File: src/rtl/txfifo_rd_ctrl.sv
// Store-and-forward read controller for the TX FIFO. It pops a frame header,
// waits until the whole frame is resident, then streams it to the MAC TX port.
module txfifo_rd_ctrl #(
    parameter int WIDTH   = 64,
    parameter int PTR     = 10,
    parameter int MAX_LEN = 8184
) (
    input  logic             clk,
    input  logic             aclr,
    output logic             fifo_rdreq,
    input  logic [WIDTH-1:0] fifo_q,
    input  logic             fifo_rdempty,
    input  logic [PTR:0]     fifo_rdusedw,
    output logic [WIDTH-1:0] tx_data,
    output logic             tx_valid,
    input  logic             tx_ready,
    output logic             tx_sop,
    output logic             tx_eop,
    output logic [2:0]       tx_mod,
    output logic             len_err
);

    localparam int          CW        = 13;
    localparam logic [15:0] MAX_LEN_W = 16'(MAX_LEN);

    typedef enum logic [2:0] {
        S_IDLE,
        S_HDR,
        S_WAIT,
        S_DATA,
        S_ERR
    } state_e;

    state_e           state_q, state_d;
    logic [CW-1:0]    nwords_q, nwords_d;
    logic [CW-1:0]    rd_cnt_q, rd_cnt_d;
    logic [CW-1:0]    tx_cnt_q, tx_cnt_d;
    logic [2:0]       mod_q, mod_d;
    logic             len_err_q, len_err_d;
    logic             inflight_q, inflight_d;
    logic [WIDTH-1:0] skid0_q, skid0_d;
    logic [WIDTH-1:0] skid1_q, skid1_d;
    logic [1:0]       occ_q, occ_d;

    logic [15:0]      hdr_len;
    logic [16:0]      hdr_sum;
    logic [CW-1:0]    hdr_nwords;
    logic             hdr_bad;
    logic             unused_bits;
    logic             frame_resident;
    logic             head_valid;
    logic [WIDTH-1:0] head_data;
    logic             accept;
    logic             push;
    logic             last_word;

    // Header: length in bytes in [15:0]; the upper bits are reserved.
    assign hdr_len     = fifo_q[15:0];
    assign hdr_sum     = {1'b0, hdr_len} + 17'd7;
    assign hdr_nwords  = hdr_sum[CW+2:3];
    assign hdr_bad     = (hdr_len == 16'd0) || (hdr_len > MAX_LEN_W);
    assign unused_bits = ^{fifo_q[WIDTH-1:16], hdr_sum[16], hdr_sum[2:0]};

    assign frame_resident = {{(CW-PTR-1){1'b0}}, fifo_rdusedw} >= nwords_q;

    // A word returning from the FIFO bypasses an empty skid buffer, which
    // gives first-word latency of one cycle after its read request.
    assign push       = inflight_q;
    assign head_valid = (state_q == S_DATA) && ((occ_q != 2'd0) || inflight_q);
    assign head_data  = (occ_q != 2'd0) ? skid0_q : (inflight_q ? fifo_q : '0);
    assign accept     = head_valid && tx_ready;
    assign last_word  = (tx_cnt_q == 13'd1);

    // NOTE: state registers use non-blocking assignments and the async reset
    // in the sensitivity list, so every flop updates from pre-edge values.
    always_ff @(posedge clk or posedge aclr) begin
        if (aclr) begin
            state_q <= S_IDLE;
        end else begin
            state_q <= state_d;
        end
    end

    // NOTE: every signal written here gets a default first, so no path leaves
    // it unassigned and no latch is inferred.
    always_comb begin
        state_d = state_q;
        case (state_q)
            S_IDLE: if (!fifo_rdempty) state_d = S_HDR;
            S_HDR:  state_d = hdr_bad ? S_ERR : S_WAIT;
            S_WAIT: if (frame_resident) state_d = S_DATA;
            S_DATA: if (accept && last_word) state_d = S_IDLE;
            S_ERR:  state_d = S_ERR;
            default: state_d = S_IDLE;
        endcase
    end

    always_comb begin
        fifo_rdreq = 1'b0;
        tx_valid   = head_valid;
        tx_data    = head_data;
        tx_sop     = head_valid && (tx_cnt_q == nwords_q);
        tx_eop     = head_valid && last_word;
        tx_mod     = (head_valid && last_word) ? mod_q : 3'd0;
        len_err    = len_err_q;
        case (state_q)
            S_IDLE: fifo_rdreq = !fifo_rdempty;
            S_DATA: fifo_rdreq = (rd_cnt_q != '0) && !fifo_rdempty &&
                                 ((occ_q + {1'b0, inflight_q}) < 2'd2);
            default: fifo_rdreq = 1'b0;
        endcase
    end

    always_comb begin
        nwords_d   = nwords_q;
        rd_cnt_d   = rd_cnt_q;
        tx_cnt_d   = tx_cnt_q;
        mod_d      = mod_q;
        len_err_d  = len_err_q;
        skid0_d    = skid0_q;
        skid1_d    = skid1_q;
        occ_d      = occ_q;
        inflight_d = (state_q == S_DATA) && fifo_rdreq;

        if (state_q == S_HDR) begin
            if (hdr_bad) begin
                len_err_d = 1'b1;
            end else begin
                nwords_d = hdr_nwords;
                rd_cnt_d = hdr_nwords;
                tx_cnt_d = hdr_nwords;
                mod_d    = hdr_len[2:0];
            end
        end
        if (inflight_d) rd_cnt_d = rd_cnt_q - 13'd1;
        if (accept)     tx_cnt_d = tx_cnt_q - 13'd1;

        case ({push, accept})
            2'b10: begin
                if (occ_q == 2'd0) skid0_d = fifo_q;
                else               skid1_d = fifo_q;
                occ_d = occ_q + 2'd1;
            end
            2'b01: begin
                skid0_d = skid1_q;
                occ_d   = occ_q - 2'd1;
            end
            2'b11: begin
                // Pop and push together keep the occupancy unchanged.
                if (occ_q == 2'd1) begin
                    skid0_d = fifo_q;
                end else if (occ_q == 2'd2) begin
                    skid0_d = skid1_q;
                    skid1_d = fifo_q;
                end
            end
            default: ;
        endcase
    end

    always_ff @(posedge clk or posedge aclr) begin
        if (aclr) begin
            nwords_q   <= '0;
            rd_cnt_q   <= '0;
            tx_cnt_q   <= '0;
            mod_q      <= '0;
            len_err_q  <= 1'b0;
            inflight_q <= 1'b0;
            skid0_q    <= '0;
            skid1_q    <= '0;
            occ_q      <= '0;
        end else begin
            nwords_q   <= nwords_d;
            rd_cnt_q   <= rd_cnt_d;
            tx_cnt_q   <= tx_cnt_d;
            mod_q      <= mod_d;
            len_err_q  <= len_err_d;
            inflight_q <= inflight_d;
            skid0_q    <= skid0_d;
            skid1_q    <= skid1_d;
            occ_q      <= occ_d;
        end
    end

endmodule

File: config.mk
export PLATFORM = sky130hd
export DESIGN_NAME = txfifo_rd_ctrl
export DESIGN_NICKNAME = d
export VERILOG_FILES = /design/src/rtl/txfifo_rd_ctrl.sv
export SDC_FILE = /design/constraint.sdc
export NUM_CORES = 1
export LEC_CHECK = 0
export ABC_CLOCK_PERIOD_IN_PS = 6870
export BUFFER_PORTS_ARGS = -buffer_cell sky130_fd_sc_hd__buf_2
export CORE_ASPECT_RATIO = 0.5
export CORE_MARGIN = 5
export CORE_UTILIZATION = 50
export DETAILED_ROUTE_END_ITERATION = 8
export GPL_ROUTABILITY_DRIVEN = 0
export HOLD_SLACK_MARGIN = 0.06
export PLACE_DENSITY = 0.82
export SYNTH_ARGS = -nofsm -noshare
export SYNTH_HDL_FRONTEND = slang
export SYNTH_SLANG_ARGS = --single-unit
File: constraint.sdc
create_clock -name clk -period 6.87 [get_ports clk]
set_input_delay 0.3435 -clock clk [delete_from_list [all_inputs] [get_ports clk]]
set_output_delay 0.3435 -clock clk [all_outputs]
set_load 0.05 [all_outputs]
# --- Word-level counts from Yosys, hierarchy flattened ---
# Index checks and enable logic that the tools add are counted.
word_totals:
  ff_bits: 177
  inputBits: 79
  output_inout_bits: 72
  elab_cells: 91
op_classes:
  addsub: 6
  magnitude_cmp: 3
  eq_ne: 21
  muxes: 22
  bitwise: 1
  n_reduce_logical: 28
op_table:
  columns: ["op", "count"]
  rows:
  - ["64-bit two-way mux", 8]
  - ["64-bit case mux with 3 select lines", 1]
  - ["64-bit case mux with 2 select lines", 1]
  - ["13-bit two-way mux", 4]
  - ["13-bit by 1-bit subtractor with 13-bit output (second input constant)", 2]
  - ["16-bit by 3-bit adder with 16-bit output (second input constant)", 1]
  - ["16-bit by 13-bit greater-than comparator with 1-bit output (second input constant)", 1]
  - ["16-bit zero test", 1]
  - ["2-bit inequality test (second input constant)", 8]
  - ["3-bit two-way mux", 5]
  - ["3-bit case mux with 5 select lines", 1]
  - ["13-bit by 1-bit equality test with 1-bit output (second input constant)", 1]
  - ["13-bit equality test", 1]
  - ["11-bit by 13-bit >= comparator with 1-bit output", 1]
  - ["13-bit nonzero test", 1]
  - ["2-bit nonzero test", 5]
  - ["1-bit logical AND", 8]
  - ["2-bit AND reduction", 4]
  - ["2-bit equality test (second input constant)", 3]
  - ["3-bit by 2-bit equality test with 1-bit output (second input constant)", 2]
  - ["3-bit AND reduction", 2]
  - ["2-bit by 1-bit equality test with 1-bit output (second input constant)", 2]
  - ["2-bit case mux with 2 select lines", 1]
  - ["4-bit AND reduction", 1]
  - ["15 further kinds", 16]

# --- Depth between registers and ports, before layout ---
# Gate-level depths: netlist of the first run.
depth:
  depth_word: 7
  depth_mapped: 13
  mapped_depth_nobuf: 11

# --- Worst setup path before layout of the first run ---
# OpenSTA, ideal clock, no wires.
synth_timing:
  path_type: "register to output"
  startpoint: "register occ_q[0]"
  endpoint: "output tx_sop"
  t_arrival_ns: 2.905
  t_required_ns: 6.526
  setup_slack_ns: 3.622
  path_stages_with_launch: 7
  path_buffers: 0
  cell_sequence: "dfrtp_1 > inv_1 > ha_1 > nor2b_1 > nor2_1 > nand4_1 > nor3_1"
synth_between:
  elab_chain_len: 4
synth_rtl:
  columns: ["element", "line_no", "rtl"]
  rows:
  - ["from (decl)", "43", "logic [1:0] occ_q, occ_d;"]
  - ["from (signal assigned)", "171", "occ_q <= '0;"]
  - ["from (signal assigned)", "181", "occ_q <= occ_d;"]
  - ["2-bit nonzero test", "69", "assign head_valid = (state_q == S_DATA) && ((occ_q != 2'd0) || inflight_q);"]
  - ["1-bit logical OR", "69", null]
  - ["1-bit logical AND", "69", null]
  - ["via tx_valid", "15", "output logic tx_valid,"]
  - ["1-bit logical AND", "102", "tx_sop = head_valid && (tx_cnt_q == nwords_q);"]
  - ["to (decl)", "17", "output logic tx_sop,"]
# The timed path passes the listed nets, and every way through them passes these cells.

# --- Final worst setup path of the first run ---
layout_timing:
  startpoint: "register inflight_q"
  endpoint: "register skid1_q[25]"
layout_between:
  elab_chain_len: 6
  word_cells_on_any_way: 11
  classes_between: "eq/ne: 5; mux: 1; reduce/logical: 5"
layout_rtl:
  columns: ["element", "line_no", "rtl"]
  rows:
  - ["from (decl)", "40", "logic inflight_q, inflight_d;"]
  - ["from (signal assigned)", "178", "inflight_q <= inflight_d;"]
  - ["1-bit logical OR", "69", null]
  - ["1-bit logical AND", "69", null]
  - ["1-bit logical AND", "71", "assign accept = head_valid && tx_ready;"]
  - ["2-bit equality test", "138", "case ({push, accept})"]
  - ["2-bit inequality test (no source line) or 2-bit nonzero test (tied branches)", null, null]
  - ["4-bit AND reduction (no source line)", null, null]
  - ["to (signal assigned)", "180", "skid1_q <= skid1_d;"]
  - ["to (decl)", "42", "logic [WIDTH-1:0] skid1_q, skid1_d;"]
# Several ways; a longest one is shown, not always the timed one.
# A chain may end at the register's enable or synchronous reset.

==> impl_metrics.csv, run 1 <==
group,metric,value,unit
status,outcome,"finished clean",
floorplanning,fp.dieArea,0.0218,mm2
grt,antenna_found_initial,1,
grt,grt_max_degree,112,
final_layout,layout-drive-gt1-share,24.4,%
clock_network,numCtsBuffers,17,
setup_path,crit_start,"inflight_q",
timing,rsz0062_at_grt,"false",
power_and_ir_drop,leakagePower,5.35,nW
logic_synthesis,synth.net_count,1102,
placement,placed_area,0.0102,mm2
logic_synthesis,ys_seq_area_share,47.2,%
logic_synthesis,syn-cell-area,0.00938,mm2
timing,fin_ws,3.01,ns
clock_network,cts_setup_buffers,0,
route,drt-initial-drc-count,613,
setup_path,endpoint,"skid1_q[25]",
final_layout,fin_nets,1204,
placement,io_buffers,150,
logic_synthesis,syn_area_per_cell,9.36,um2
clock_network,cts_resized,0,
worst_hold_path,hold_class,"input pin to asynchronous set/reset pin",
floorplanning,io_pins,151,
final_layout,final_core_utilization,58.8,%
logic_synthesis,ys_types,63,
setup_path,path_class,"flop to flop",
floorplanning,dieWidth,204,um
run,maxCapViolCount,0,
timing,worst_pin_slew,1.03,ns
route,drt-total-wl,23800,um
clock_network,clk_pin_slew_worst_paths,0.08,ns
setup_path,startpoint_type,"flop",
clock_network,cts_tree,"yes",
clock_network,clockBufferDepth,2,
final_layout,regArea,0.00443,mm2
route,ant_nets,0,
logic_synthesis,synthArstFlopShare,100,%
timing,max_freq,259,MHz
setup_path,cp_max_fo,54,
logic_synthesis,netlist_instances,1002,
power_and_ir_drop,cellPowerDensity,482,mW/mm2
grt,grt_pass1_vias,7805,
setup_path,reg2reg_to,"skid1_q[25]",
power_and_ir_drop,ir_drop,0.000310,V
route,first_pass_iters,5,
placement,dpl.hpwl,15600,um
setup_path,crit_required,7.18,ns
clock_network,hold_buffers,0,
clock_network,cts_root_buffer,"clkbuf_16",
placement,post-place-ws,3.10,ns
final_layout,fillers,1559,
timing,fin_crit,3.86,ns
floorplanning,initial_core_util,51.0,%
timing,final_max_slew_viol_count,0,
setup_path,cp-end-kind,"flop",
route,vias,7910,
timing,slew-limit-headroom,31.1,%
logic_synthesis,ys.flop_type,"dfrtp_1",
floorplanning,core,0.0184,mm2
final_layout,multiInputGateArea,0.00431,mm2
grt,grtUsageTotal,21.9,%
setup_path,cp.arrival,4.16,ns
floorplanning,row_count,35,
logic_synthesis,synth_warnings,0,
timing,setup_viol,0,
logic_synthesis,synth_edf_count,0,
route,wl_per_cell,17.5,um
grt,grt_overflow,0,
clock_network,insertion_delay,0.43,ns
route,via_per_inst,5.82,
timing,skew,0.0133,ns
setup_path,r2r-start,"inflight_q",
clock_network,cts_max_level,4,
setup_path,rrSetupSlack,3.01,ns
final_layout,syn2layout_area_growth,15.3,%
timing,fin_crit_sh,56.1,%
timing,hold_violations,0,
logic_synthesis,ys_ff_latch,177,
floorplanning,die_h,107,um
clock_network,clock_sinks,177,
route,remaining_drc_errors,0,
setup_path,rr_worst_depth,8,
final_layout,fin_area,0.0108,mm2
grt,grt_pass1_wl,39300,um
timing,tns,0,ns
state kept, by name, indices dropped and copies added, names as in the netlist:
| register | count |
|---|---|
| state_q | 3 |
| len_err | 1 |
| nwords_q | 13 |
| mod_q | 3 |
| tx_cnt_q | 13 |
| skid1_q | 64 |
| inflight_q | 1 |
| rd_cnt_q | 13 |
| skid0_q | 64 |
| occ_q | 2 |
worst min path at each step:
stage,from,endpoint,slack [ns],cells after the start
2_1_floorplan,mod_q[0],mod_q[0],0.44,2
3_3_place_gp,len_err,len_err,0.45,1
3_5_place_dp,len_err,len_err,0.46,1
4_1_cts,aclr,skid1_q[18],0.14,2
5_1_grt,fifo_q[22],skid1_q[22],0.17,2
6_report,aclr,skid0_q[17],0.08,2
routing by layer:
layer  track usage (%)  share of wire (%)
met1              29.0                 43
met2              38.0                 51
met3              3.11                4.2
met4              6.59                1.5
met5                 0                  0
layout by cell type, fill, tap and decap left out, types with 3 or more instances in the layout:
cell	Yosys	layout
dfrtp_1	177	176
buf_2	13	150
inv_1	89	88
nor2_1	85	85
a21oi_1	83	82
o21ai_0	76	76
a22oi_1	64	64
mux2_2	64	64
nand3_1	63	63
nand2_1	53	53
ha_1	21	20
xnor2_1	18	18
clkbuf_16	0	17
nor3_1	13	12
xor2_1	9	9
nor4_1	8	8
and2_1	7	7
or3_1	7	7
buf_4	1	7
nand4_1	6	6
o211ai_1	6	6
a21boi_0	5	5
nand2b_1	6	5
and3_1	5	5
a31oi_1	5	5
a21o_1	4	4
nor2b_1	4	4
o41ai_1	4	4
inv_6	1	4
o211a_1	4	4
clkinv_4	0	4
inv_8	0	4
clkinv_8	0	4
nor3_2	2	3
a211o_1	3	3
nand3b_1	3	3
layout make-up:
| cell class | count | share of cell area [%] |
|---|---|---|
| clock buffers | 17 | 3.93 |
| clock inverters | 15 | 1.78 |
| well taps | 240 | 2.78 |
| multi-input cells | 661 | 39.9 |
| diodes | 1 | 0.0231 |
| flip-flops and latches | 177 | 41.0 |
| repair buffers | 157 | 7.43 |
| inverters | 90 | 3.22 |
through the flow:
stage | instances | total power, W | hold slack, ns
global route | 1358 | 0.00552 | 0.172
floorplan | 1002 | 0.00363 | 0.437
global placement | 1325 | 0.00412 | 0.448
finish | 1358 | 0.00522 | 0.0799
CTS | 1357 | 0.00524 | 0.142
detailed placement | 1325 | 0.00422 | 0.461
cell usage after synthesis, drive strengths merged, types with 2 or more instances:
cell / number / area share, %
a211o: 3 / 0.28
a211oi: 2 / 0.21
a21boi: 5 / 0.40
a21o: 4 / 0.32
a21oi: 83 / 4.4
a22oi: 64 / 5.1
a31oi: 5 / 0.33
and2: 7 / 0.47
and3: 6 / 0.45
and4: 2 / 0.19
buf: 25 / 1.6
clkbuf: 49 / 2.0
dfrtp: 177 / 47
ha: 21 / 2.8
inv: 90 / 3.7
mux2: 64 / 7.7
mux2i: 3 / 0.32
nand2: 53 / 2.1
nand2b: 6 / 0.40
nand3: 64 / 3.5
nand3b: 3 / 0.24
nand4: 7 / 0.53
nor2: 85 / 3.4
nor2b: 4 / 0.27
nor3: 15 / 0.91
nor4: 10 / 0.89
o211a: 4 / 0.43
o211ai: 6 / 0.48
o21a: 2 / 0.16
o21ai: 77 / 4.2
o22ai: 2 / 0.13
o311a: 2 / 0.21
o41ai: 4 / 0.37
or3: 7 / 0.47
or4: 3 / 0.28
xnor2: 18 / 1.7
xor2: 9 / 0.84
critical path, cell delays in order, from the launching register on:
cell	delay, ns
dfrtp_2	1.05
nand2b_1	0.23
nand3_1	0.26
inv_1	0.21
ha_1	0.36
a21oi_1	0.17
a21oi_4	0.36
buf_4	0.66
mux2_2	0.42
where the power goes:
part / total, W / switching (W) / internal, W
clock network: 0.00100 / 0.000478 / 0.000527
logic: 0.00241 / 0.00171 / 0.000699
registers: 0.00181 / 0.000327 / 0.00148
total: 0.00522 / 0.00251 / 0.00271
kinds of logic after synthesis:
family	count (synthesis)	share of synthesized area, %
simple gates	277	14.6
flops	177	47.2
fa+ha+maj	21	2.80
xor+xnor	27	2.52
compound gates	269	17.6
buf+inv	164	7.23
mux	67	8.01
(Power assumes the default switching activity.)
==> inputs of run 2 (changes only) <==
--- a/config.mk
+++ b/config.mk
@@ -5,7 +5,8 @@
 export SDC_FILE = /design/constraint.sdc
 export NUM_CORES = 1
 export LEC_CHECK = 0
-export ABC_CLOCK_PERIOD_IN_PS = 6870
+export ABC_AREA = 1
+export ABC_CLOCK_PERIOD_IN_PS = 3400
 export BUFFER_PORTS_ARGS = -buffer_cell sky130_fd_sc_hd__buf_2
 export CORE_ASPECT_RATIO = 0.5
 export CORE_MARGIN = 5
@@ -13,7 +14,7 @@
 export DETAILED_ROUTE_END_ITERATION = 8
 export GPL_ROUTABILITY_DRIVEN = 0
 export HOLD_SLACK_MARGIN = 0.06
-export PLACE_DENSITY = 0.82
+export PLACE_DENSITY = 0.84
 export SYNTH_ARGS = -nofsm -noshare
 export SYNTH_HDL_FRONTEND = slang
 export SYNTH_SLANG_ARGS = --single-unit
==> constraint.sdc (replaced) <==
create_clock -name clk -period 3.4 [get_ports clk]
set_input_delay 0.17 -clock clk [delete_from_list [all_inputs] [get_ports clk]]
set_output_delay 0.17 -clock clk [all_outputs]
set_load 0.05 [all_outputs]
==> impl_metrics.csv, run 2 <==
group,metric,value,unit
floorplanning,dieWidth,207,um
logic_synthesis,ys_types,37,
route,ant_nets,0,
final_layout,layout-drive-gt1-share,15.5,%
logic_synthesis,synth_warnings,0,
route,via_per_inst,5.52,
timing,worst_pin_slew,0.830,ns
timing,slew-limit-headroom,44.6,%
grt,antenna_found_initial,0,
placement,dpl.hpwl,17700,um
final_layout,final_common_cell,"nand2_1",
timing,fin_ws,0.265,ns
floorplanning,die_h,109,um
logic_synthesis,syn_area_per_cell,7.57,um2
final_layout,fillers,1640,
timing,hold_violations,0,
logic_synthesis,synth_edf_count,0,
final_layout,most-common-layout-cells,"278 x nand2_1, 273 x o21ai_0, 194 x inv_1, 177 x dfrtp_1, 150 x buf_2",
placement,io_buffers,150,
clock_network,cts_root_buffer,"clkbuf_16",
floorplanning,core,0.0193,mm2
route,first_pass_iters,7,
setup_path,cp_max_fo,66,
setup_path,max_stage_delay,0.48,ns
floorplanning,row_count,36,
logic_synthesis,netlist_instances,1283,
logic_synthesis,ys_ff_latch,177,
setup_path,path_class,"flop to primary output",
timing,max_freq,319,MHz
power_and_ir_drop,cellPowerDensity,951,mW/mm2
timing,final_max_slew_viol_count,0,
route,wl_per_cell,15.7,um
grt,grt_pass1_vias,9163,
final_layout,syn2layout_area_growth,21.2,%
timing,skew,0.0134,ns
route,drt-initial-drc-count,963,
timing,setup_viol,0,
clock_network,cts_tree,"yes",
logic_synthesis,synthArstFlopShare,100,%
logic_synthesis,synth_common_cells,"279 x nand2_1, 273 x o21ai_0, 195 x inv_1",
logic_synthesis,synth_area_leaders,"dfrtp_1 46%, o21ai_0 14%, nand2_1 11%",
worst_hold_path,hold_class,"input pin to flop",
logic_synthesis,ys.flop_type,"dfrtp_1",
setup_path,cp.arrival,2.96,ns
setup_path,slowest_stage,"nand2_2",
logic_synthesis,syn-cell-area,0.00971,mm2
setup_path,startpoint_type,"flop",
status,outcome,"finished clean",
timing,tns,0,ns
floorplanning,fp.dieArea,0.0225,mm2
logic_synthesis,synth.most_common_cell,"nand2_1",
logic_synthesis,synth.net_count,1383,
clock_network,insertion_delay,0.44,ns
timing,fin_crit,3.13,ns
route,vias,9508,
grt,grtUsageTotal,24.2,%
timing,fin_crit_sh,92.2,%
placement,post-place-ws,0.409,ns
clock_network,cts_max_level,4,
floorplanning,io_pins,151,
setup_path,crit_chain,"inv_1, ha_2, buf_6, nand2_2, buf_4, o22ai_1, buf_2",
clock_network,numCtsBuffers,17,
setup_path,cp-end-kind,"primary output",
route,drt-total-wl,27100,um
floorplanning,initial_core_util,50.4,%
grt,grt_overflow,0,
logic_synthesis,synth_top_cell_area_share,45.6,%
route,remaining_drc_errors,0,
clock_network,clock_sinks,177,
clock_network,clk_pin_slew_worst_paths,0.07,ns
final_layout,reg.largest.list,"skid0_q: 64 flops, skid1_q: 64 flops",
logic_synthesis,synth_top_area_cell,"dfrtp_1",
grt,grt_max_degree,129,
clock_network,clockBufferDepth,2,
grt,grt_pass1_wl,44700,um
power_and_ir_drop,leakagePower,5.91,nW
setup_path,crit_required,3.23,ns
timing,rsz0062_at_grt,"false",
power_and_ir_drop,ir_drop,0.000474,V
final_layout,fin_nets,1543,
logic_synthesis,ys_seq_area_share,45.6,%
run,maxCapViolCount,0,
[run 2: layer usage]
metal  global-route usage, %  share of wire [%]
met1                    30.5                 41
met2                    41.2                 48
met3                    4.46                7.2
met4                    11.2                3.8
met5                       0                  0
[run 2: worst max-delay path, delay by kind of cell (launching register included)]
family | cells | cell delay, ns
DFF | 1 | 0.43
adders and majority gates | 1 | 0.20
and+or+nand+nor | 1 | 0.48
buffers and inverters | 4 | 1.21
AOI/OAI and AO/OA | 1 | 0.20
[run 2: cells by family after synthesis]
logic type	count (synthesis)	synth area share (%)
and+or+nand+nor	426	18.2
AOI/OAI and AO/OA	368	20.4
buffers and inverters	269	11.2
DFF	177	45.6
xor gates and xnor gates	22	1.98
adders and majority gates	21	2.70
[run 2: timing repair]
item / in CTS / in global routing
hold buffers: 48 / 0
buffers inserted: 0 / 0
endpoints found under the setup margin: 0 / 45
endpoints found under the hold margin: 78 / 0
resized for setup: 0 / 1
[run 2: through the flow]
stage          utilization, %  hold WS, ns  total power (W)  instances  cell area (um2)
2_1_floorplan               -        0.349          0.00768       1283             9720
3_3_place_gp             55.2        0.359          0.00872       1642            10600
3_5_place_dp             55.2        0.372          0.00894       1642            10600
4_1_cts                  61.0       0.0684           0.0112       1722            11800
5_1_grt                  61.0       0.0753           0.0119       1722            11800
6_report                 61.1       0.0688           0.0112       1723            11800
[run 2: layout make-up]
class	instances	area [um2]	share of cell area [%]
repair buffers	212	1390	11.8
multi-input cells	837	4220	35.9
inverters	198	749	6.37
clock inverters	11	166	1.41
diodes	1	2.50	0.0213
clock buffers	21	480	4.08
flip-flops and latches	177	4430	37.6
well taps	266	333	2.83
[run 2: path summary, 6_finish.rpt]
check,start,end,slack [ns],depth (start not counted)
max in group asynchronous,aclr,nwords_q[2],1.96,4
min in group asynchronous,aclr,skid1_q[7],0.48,3
max,occ_q[0],tx_data[9],0.27,7
min reg2reg,len_err,len_err,0.47,2
max reg2reg,occ_q[0],skid1_q[31],0.34,14
min,fifo_q[38],skid1_q[38],0.07,3
[run 2: power by group]
group          internal [W]  leakage, nW  switching [W]
logic               0.00152         3.36        0.00380
registers           0.00314         2.23       0.000578
clock network       0.00126        0.316       0.000897
